$ cat config.mk
export PLATFORM = sky130hd
export DESIGN_NAME = acorr_detector
export DESIGN_NICKNAME = d
export VERILOG_FILES = /design/src/rtl/acorr_detector.sv
export SDC_FILE = /design/constraint.sdc
export NUM_CORES = 2
export LEC_CHECK = 0
export BUFFER_PORTS_ARGS = -buffer_cell sky130_fd_sc_hd__buf_2
export CORE_ASPECT_RATIO = 0.75
export CORE_MARGIN = 8
export CORE_UTILIZATION = 45
export CTS_BUF_LIST = sky130_fd_sc_hd__clkbuf_8
export DETAILED_ROUTE_END_ITERATION = 6
export GPL_TIMING_DRIVEN = 0
export MAX_ROUTING_LAYER = met4
export SLEW_MARGIN = 20
export SYNTH_ARGS = -nofsm -noshare
export SYNTH_HDL_FRONTEND = slang
export SYNTH_SLANG_ARGS = --single-unit
$ cat constraint.sdc
create_clock -name i_clk -period 21 [get_ports i_clk]
set_input_delay 4.2 -clock i_clk [delete_from_list [all_inputs] [get_ports i_clk]]
set_output_delay 4.2 -clock i_clk [all_outputs]
set_load 0.02 [all_outputs]
$ cat src/rtl/acorr_detector.sv
// Autocorrelation packet detector: magnitude vs. power ratio test with run length, holdoff and a saturating detection counter.
// Optional macro ACORR_DETECTOR_METRIC_OUT_EN exposes the stage-2 magnitude as o_metric/o_metric_valid.
module acorr_detector #(
    parameter int INPUT_WIDTH   = 39,
    parameter int THRESH_WIDTH  = 8,
    parameter int HOLDOFF_WIDTH = 16
) (
    input  logic                     i_clk,
    input  logic                     i_rst_n,
    input  logic [INPUT_WIDTH-1:0]   i_acorr_re,
    input  logic [INPUT_WIDTH-1:0]   i_acorr_im,
    input  logic [INPUT_WIDTH-1:0]   i_power,
    input  logic                     i_valid,
    input  logic [THRESH_WIDTH-1:0]  i_thresh,
    input  logic [INPUT_WIDTH-1:0]   i_pow_floor,
    input  logic [7:0]               i_min_run,
    input  logic [HOLDOFF_WIDTH-1:0] i_holdoff,
    output logic                     o_detect,
    output logic [HOLDOFF_WIDTH-1:0] o_det_count,
`ifdef ACORR_DETECTOR_METRIC_OUT_EN
    output logic [INPUT_WIDTH:0]     o_metric,
    output logic                     o_metric_valid,
`endif
    output logic [1:0]               o_state
);

    localparam int MW = INPUT_WIDTH + 1;
    localparam int PW = 48;
    localparam logic [INPUT_WIDTH-1:0]   MOST_NEG = {1'b1, {(INPUT_WIDTH-1){1'b0}}};
    localparam logic [INPUT_WIDTH-1:0]   MAX_POS  = {1'b0, {(INPUT_WIDTH-1){1'b1}}};
    localparam logic [INPUT_WIDTH-1:0]   IN_ONE   = {{(INPUT_WIDTH-1){1'b0}}, 1'b1};
    localparam logic [HOLDOFF_WIDTH-1:0] HOLD_ONE = {{(HOLDOFF_WIDTH-1){1'b0}}, 1'b1};

    typedef enum logic [1:0] {
        ST_IDLE = 2'd0,
        ST_RUN  = 2'd1,
        ST_HOLD = 2'd2
    } state_t;

    // Absolute value where the most-negative code clamps instead of wrapping.
    function automatic logic [INPUT_WIDTH-1:0] sat_abs(input logic [INPUT_WIDTH-1:0] x);
        if (x == MOST_NEG)
            return MAX_POS;
        else if (x[INPUT_WIDTH-1])
            return (~x) + IN_ONE;
        else
            return x;
    endfunction

    // Stage 1
    logic                   r_v1;
    logic [INPUT_WIDTH-1:0] r_abs_re;
    logic [INPUT_WIDTH-1:0] r_abs_im;
    logic [INPUT_WIDTH-1:0] r_pow1;

    always_ff @(posedge i_clk or posedge i_rst_n) begin
        if (i_rst_n) begin
            r_v1     <= 1'b0;
            r_abs_re <= '0;
            r_abs_im <= '0;
            r_pow1   <= '0;
        end else begin
            r_v1 <= i_valid;
            if (i_valid) begin
                r_abs_re <= sat_abs(i_acorr_re);
                r_abs_im <= sat_abs(i_acorr_im);
                r_pow1   <= i_power;
            end
        end
    end

    // Stage 2: alpha-max-plus-beta-min magnitude and the cross-multiplied ratio test.
    logic [INPUT_WIDTH-1:0] w_max;
    logic [INPUT_WIDTH-1:0] w_min;
    logic [MW-1:0]          w_mag;
    logic [PW-1:0]          w_lhs;
    logic [PW-1:0]          w_rhs;

    always_comb begin
        w_max = (r_abs_re >= r_abs_im) ? r_abs_re : r_abs_im;
        w_min = (r_abs_re >= r_abs_im) ? r_abs_im : r_abs_re;
        w_mag = {1'b0, w_max} + {2'b00, w_min[INPUT_WIDTH-1:1]};
        w_lhs = PW'({w_mag, 5'b00000});
        w_rhs = PW'(r_pow1) * PW'(i_thresh);
    end

    logic                   r_v2;
    logic [PW-1:0]          r_lhs;
    logic [PW-1:0]          r_rhs;
    logic [INPUT_WIDTH-1:0] r_pow2;

    always_ff @(posedge i_clk or posedge i_rst_n) begin
        if (i_rst_n) begin
            r_v2   <= 1'b0;
            r_lhs  <= '0;
            r_rhs  <= '0;
            r_pow2 <= '0;
        end else begin
            r_v2 <= r_v1;
            if (r_v1) begin
                r_lhs  <= w_lhs;
                r_rhs  <= w_rhs;
                r_pow2 <= r_pow1;
            end
        end
    end

`ifdef ACORR_DETECTOR_METRIC_OUT_EN
    logic [MW-1:0] r_mag;

    always_ff @(posedge i_clk or posedge i_rst_n) begin
        if (i_rst_n)
            r_mag <= '0;
        else if (r_v1)
            r_mag <= w_mag;
    end

    assign o_metric       = r_mag;
    assign o_metric_valid = r_v2;
`endif

    // Stage 3: qualification flag, tagged so idle cycles never reach the FSM.
    logic r_v3;
    logic r_qual;

    always_ff @(posedge i_clk or posedge i_rst_n) begin
        if (i_rst_n) begin
            r_v3   <= 1'b0;
            r_qual <= 1'b0;
        end else begin
            r_v3 <= r_v2;
            if (r_v2)
                r_qual <= (r_lhs >= r_rhs) && (r_pow2 >= i_pow_floor) && (r_pow2 != '0);
        end
    end

    // Detection FSM
    state_t                   r_state;
    logic [7:0]               r_run_cnt;
    logic [HOLDOFF_WIDTH-1:0] r_hold_cnt;
    logic                     r_detect;
    logic [HOLDOFF_WIDTH-1:0] r_det_count;

    state_t                   w_state_nxt;
    logic [7:0]               w_run_nxt;
    logic [HOLDOFF_WIDTH-1:0] w_hold_nxt;
    logic                     w_fire;
    logic [7:0]               w_min_run_eff;
    logic [7:0]               w_run_inc;

    always_comb begin
        w_state_nxt   = r_state;
        w_run_nxt     = r_run_cnt;
        w_hold_nxt    = r_hold_cnt;
        w_fire        = 1'b0;
        w_min_run_eff = (i_min_run == 8'd0) ? 8'd1 : i_min_run;
        w_run_inc     = r_run_cnt + 8'd1;
        if (r_v3) begin
            case (r_state)
                ST_IDLE: begin
                    if (r_qual) begin
                        w_run_nxt = 8'd1;
                        if (w_min_run_eff == 8'd1)
                            w_fire = 1'b1;
                        else
                            w_state_nxt = ST_RUN;
                    end
                end
                ST_RUN: begin
                    if (r_qual) begin
                        w_run_nxt = w_run_inc;
                        if (w_run_inc >= w_min_run_eff)
                            w_fire = 1'b1;
                    end else begin
                        w_run_nxt   = 8'd0;
                        w_state_nxt = ST_IDLE;
                    end
                end
                ST_HOLD: begin
                    // The sample that finds the counter already at zero is the last one ignored.
                    if (r_hold_cnt == '0)
                        w_state_nxt = ST_IDLE;
                    else
                        w_hold_nxt = r_hold_cnt - HOLD_ONE;
                end
                default: w_state_nxt = ST_IDLE;
            endcase
            if (w_fire) begin
                w_run_nxt   = 8'd0;
                w_hold_nxt  = i_holdoff;
                w_state_nxt = (i_holdoff == '0) ? ST_IDLE : ST_HOLD;
            end
        end
    end

    always_ff @(posedge i_clk or posedge i_rst_n) begin
        if (i_rst_n) begin
            r_state     <= ST_IDLE;
            r_run_cnt   <= 8'd0;
            r_hold_cnt  <= '0;
            r_detect    <= 1'b0;
            r_det_count <= '0;
        end else begin
            r_state    <= w_state_nxt;
            r_run_cnt  <= w_run_nxt;
            r_hold_cnt <= w_hold_nxt;
            r_detect   <= w_fire;
            if (w_fire && (r_det_count != '1))
                r_det_count <= r_det_count + HOLD_ONE;
        end
    end

    assign o_detect    = r_detect;
    assign o_det_count = r_det_count;
    assign o_state     = r_state;

endmodule

# Word level (Yosys, flattened, before mapping)

Index checks and enable logic that the tools add are counted.

Output and inout port bits: 19
Flip-flop bits (word level): 290
Input port bits: 191

Equality and inequality tests: 11
Order comparisons: 4
$add $sub $neg: 6
$mul: 1
Reductions and logical operators: 13
Multiplexer cells: 28
Bitwise operators: 2

Operators by type and width:

| operator                                            | count |
|---|---|
| 2-to-1 mux 39 bit                                   | 6 |
| adder 39 x 1 -> 39 bit (second input constant)      | 2 |
| == test 39 bit (second input constant)              | 2 |
| greater-or-equal comparator 39 bit                  | 2 |
| inverter 39 bit                                     | 2 |
| 2-to-1 mux 16 bit                                   | 3 |
| greater-or-equal comparator 45 x 47 -> 1 bit        | 1 |
| multiplier 39 x 8 -> 47 bit                         | 1 |
| adder 39 x 38 -> 40 bit                             | 1 |
| nonzero test 39 bit                                 | 1 |
| zero test 16 bit                                    | 2 |
| 2-to-1 mux 8 bit                                    | 4 |
| adder 16 x 1 -> 16 bit (second input constant)      | 1 |
| inequality test 16 bit (second input constant)      | 1 |
| one-hot mux 8 bit (2 select lines)                  | 1 |
| subtractor 16 x 1 -> 16 bit (second input constant) | 1 |
| 2-to-1 mux 2 bit                                    | 6 |
| inequality test 3 bit (second input constant)       | 4 |
| adder 8 x 1 -> 8 bit (second input constant)        | 1 |
| == test 8 x 1 -> 1 bit (second input constant)      | 1 |
| greater-or-equal comparator 8 bit                   | 1 |
| zero test 8 bit                                     | 1 |
| 2-to-1 mux 1 bit                                    | 6 |
| one-hot mux 2 bit (3 select lines)                  | 1 |
| other kinds (10)                                    | 13 |

# Longest topological paths before layout

Word-level depth: 9
Gate-level depth with buffers: 24

# Worst setup path after synthesis

No wires, ideal clock.

Path kind: in2reg
From: input i_thresh[3]
To: register r_rhs[28]
Stages on the path: 19
Arrival: 9,276 ps
Path slack: 11,588 ps
Path buffers: 2
Cell sequence: clkbuf_1 clkbuf_1 and2_1 fa_1 fa_1 fa_1 inv_1 fa_1 inv_1 ha_1 and3_1 a221o_1 o211ai_1 nand2_1 a41o_1 a21o_1 a211oi_1 nor3_1 or3b_2

Cells in the longest elaborated chain, start to end: 1

RTL lines:

| element                     | line | RTL |
|---|---|---|
| from (decl)                 | 14   | `input logic [THRESH_WIDTH-1:0] i_thresh,` |
| multiplier 39 x 8 -> 47 bit | 84   | `w_rhs = PW'(r_pow1) * PW'(i_thresh);` |
| to (signal assigned)        | 102  | `r_rhs <= w_rhs;` |
| to (decl)                   | 89   | `logic [PW-1:0] r_rhs;` |

Every way passes these cells.
A chain may end at the register's enable or synchronous reset.

# Final worst setup path

From: input i_thresh[6]
To: register r_rhs[43]

The elaborated chain is that of the path after synthesis.

==> flow_metrics.env <==
export IMPL_status="complete, no violations"
export IMPL_ys_seq_elements=290
export IMPL_top_layer="met4"
export IMPL_max_stage_delay_ps=820
export IMPL_final_cells=4174
export IMPL_switchingPower_mw=1.87
export IMPL_grt_antenna_before_repair=6
export IMPL_grt_start_max_net_pins=105
export IMPL_timing_final_crit_period_ps=10670
export IMPL_path_max_fanout=10
export IMPL_dr_total_vias=23100
export IMPL_intPower_mw=2.19
export IMPL_netlist_top_cells_count="inv_1 (403), dfrtp_1 (290), nand2_1 (289), ha_1 (236), fa_1 (223)"
export IMPL_synth_seq_area_share_pct=25.7
export IMPL_drv_cap=0
export IMPL_num_rows=79
export IMPL_setup_viol=0
export IMPL_viasPerCell=5.52
export IMPL_syn_area_sq_mm=0.0282
export IMPL_io_buffers=201
export IMPL_root_buffer="clkbuf_8"
export IMPL_cp_slowest_cell="a2111oi_0"
export IMPL_crit_family="adder cells"
export IMPL_cts_tree="built"
export IMPL_grt_pass1_vias=23800
export IMPL_dieArea_sq_mm=0.0711
export IMPL_routed_wirelength_microns=79700
export IMPL_cts_setup_buffers=0
export IMPL_dp_slack_ps=9700
export IMPL_drc_errors=0
export IMPL_hpwl_microns=64000
export IMPL_synth_area_leaders="dfrtp_1 (26%), fa_1 (16%), ha_1 (10%), mux2_2 (6.3%), inv_1 (5.4%)"
export IMPL_nets=3974
export IMPL_r2r_cells=22
export IMPL_muxShareOfSynthArea_pct=6.79
export IMPL_synth_simple_area_share_pct=14.9
export IMPL_rsz0062_at_grt="false"
export IMPL_synth_most_common_cell="inv_1"
export IMPL_rr_startpoint="r_abs_re[30]"
export IMPL_slew_viol_final=0
export IMPL_dr_wl_met3_microns=6480
export IMPL_powerDensity_mw_per_mm2=129
export IMPL_grt_pass1_wl_microns=127000
export IMPL_synth_xor_area_share_pct=5.09
export IMPL_setup_ws_ps=10330
export IMPL_clock_sinks=290
export IMPL_synth_top_family_by_area="adder cells"
export IMPL_fin_setup_tns_ps=0
export IMPL_dp_cells=4081
export IMPL_critical_path_required_ps=21470
export IMPL_worstSetupPathType="in -> reg"
export IMPL_drtIter0Drc=1398
export IMPL_drive_above_1_share_pct=14.5
export IMPL_fin_worst_skew_ps=50.3
export IMPL_wl_per_cell_microns=19.1
export IMPL_seq_power_share_pct=19.4
export IMPL_switching_share_pct=46.1
export IMPL_worst_path_stages=21
export IMPL_synth_edf_count=0
export IMPL_worstSkewPairLatency_ps=680
export IMPL_yosys_area_top_type="dfrtp_1"
export IMPL_postCtsHoldBufs=0
export IMPL_ys_types=77
export IMPL_ant_nets=0
export IMPL_worst_pin_slew_ps=1020
export IMPL_ys_async_sr_fraction_pct=100
export IMPL_firstDrtPassIters=5
export IMPL_place_congestion=0.918
export IMPL_hold_viol=0
export IMPL_synth_top_area_share_pct=25.7
export IMPL_start_kind="primary input"
export IMPL_clkPwrFrac_pct=14.8
export IMPL_cts_max_level=2
export IMPL_finalCritPeriodShare_pct=50.8
export IMPL_p_leak_nw=15.3
export IMPL_cts_resized=0
export IMPL_grt_use_total_pct=22.8
export IMPL_coreArea_sq_mm=0.0621
export IMPL_critPathLaunch="i_thresh[6]"
export IMPL_cts_made_buffers=51
export IMPL_clk_path_buf_depth=3
export IMPL_r2r_slack_ps=13030
export IMPL_ir_drop_uv=90.5
export IMPL_r2r_end="r_lhs[43]"
export IMPL_area_growth_pct=11.6
export IMPL_hold_class="reg -> reg"
export IMPL_ios=210
export IMPL_end_kind="register"
export IMPL_die_width_microns=305
export IMPL_power_mw=4.06
export IMPL_synth_fa_ha_area_share_pct=26.3
export IMPL_m1WireLength_microns=36500
export IMPL_path_clk_slew_ps=60
export IMPL_initial_core_util_pct=45.5
export IMPL_gr_total_overflow=0
export IMPL_crit_top_cell="fa_1"
export IMPL_max_freq_mhz=93.7
export IMPL_crit_buf_inv=5
export IMPL_met2_length_microns=35700
export IMPL_arrival_ps=11140
export IMPL_crit_end="r_rhs[43]"
export IMPL_syn_nets=3717
export IMPL_synth_compound_area_share_pct=14.1
export IMPL_p_comb_share_pct=65.8
export IMPL_cp_cell_sequence="clkbuf_1 > clkbuf_1 > nand2_1 > fa_1 > inv_1 > fa_1 > fa_1 > inv_1 > fa_1 > inv_1 > ha_1 > and2_1 > a311oi_1 > a21o_1 > nand2_1 > a2111oi_0 > o21bai_1 > a31oi_1 > o31ai_1 > xnor2_1 > mux2i_1"
export IMPL_syn_inst=3067
export IMPL_ys_warn_count=0
export IMPL_slew_headroom_pct=31.1
export IMPL_syn_avg_cell_area_sq_um=9.20
export IMPL_synthFlopType="dfrtp_1"
export IMPL_die_y_microns=233
==> metrics by stage <==
| stage | instance area, sq um | utilization [%] | hold slack [ps] |
|---|---|---|---|
| floorplan | 28200 | - | 360 |
| global route | 31500 | 50.7 | 480 |
| finish | 31500 | 50.7 | 479 |
| global placement | 30200 | 48.7 | 457 |
| CTS | 31500 | 50.7 | 471 |
| detailed placement | 30300 | 48.9 | 462 |
==> layer usage <==
metal  up-vias  track usage (%)
met2       577             34.3
met5         -                -
met1     11600             31.3
met3        78             5.81
met4         0             4.20
li1      10900                -
==> worst min-delay path by stage <==
stage	from	end	slack (ps)	depth (start not counted)
finish	o_det_count[6]	o_det_count[6]	480	1
global route	r_v1	r_v2	480	0
CTS	r_v1	r_v2	470	0
detailed placement	r_v1	r_v2	460	0
global placement	r_v1	r_v2	460	0
floorplan	r_v2	r_v3	360	0
==> sequential cells by signal, summed over array words and instances, names as in the netlist <==
signal / count
r_qual: 1
r_lhs: 40
r_abs_im: 39
r_v2: 1
r_hold_cnt: 16
r_abs_re: 39
r_pow2: 39
r_v1: 1
o_detect: 1
o_state: 2
r_run_cnt: 8
o_det_count: 16
r_pow1: 39
r_rhs: 47
r_v3: 1
==> power groups by stage <==
| stage | logic, mW | registers (mW) | clock network (mW) |
|---|---|---|---|
| 2_1_floorplan | 2.08 | 0.764 | 0 |
| 3_3_place_gp | 2.61 | 0.794 | 0 |
| 3_5_place_dp | 2.67 | 0.796 | 0 |
| 4_1_cts | 2.69 | 0.787 | 0.617 |
| 5_1_grt | 3.02 | 0.804 | 0.642 |
| 6_report | 2.67 | 0.786 | 0.601 |
==> logic make-up after synthesis <==
kind of cell               Yosys count
and+or+nand+nor                    831
AOI/OAI and AO/OA                  619
buffers and inverters              532
adders and majority gates          459
DFF                                290
muxes                              172
xor gates and xnor gates           164
==> final cells by class <==
type                            count  area (sq um)
Timing Repair Buffer              204          1070
Clock buffer                       66           908
Sequential cell                   290          7260
Tap cell                          810          1010
Buffer                            129           513
Antenna cell                        2          5.00
Multi-Input combinational cell   2245         19000
Inverter                          403          1520
Fill cell                        5939         30600
Clock inverter                     25           236
==> cells in the final DEF, fill, tap and decap left out, types with 13 or more instances in the layout <==
cell type	Yosys	routed
inv_1	403	414
a21oi_2	13	13
nand2b_1	18	18
mux2i_1	15	15
nor2b_1	16	16
buf_2	3	204
o21ai_0	158	158
nand4_1	46	46
and3_1	19	19
clkbuf_1	111	109
clkbuf_8	0	66
a211oi_1	16	16
nor3_1	23	23
xor2_1	105	105
dfrtp_1	290	290
nand3_1	38	38
a21oi_1	142	142
nor2_1	107	107
fa_1	223	223
ha_1	236	236
o21a_1	24	24
nand2_1	289	289
a21o_1	96	96
a22oi_1	41	41
o31ai_1	32	32
and2_1	201	201
nor4_1	30	29
mux2_2	157	157
xnor2_1	59	59
Power figures use the tool's default switching activity.
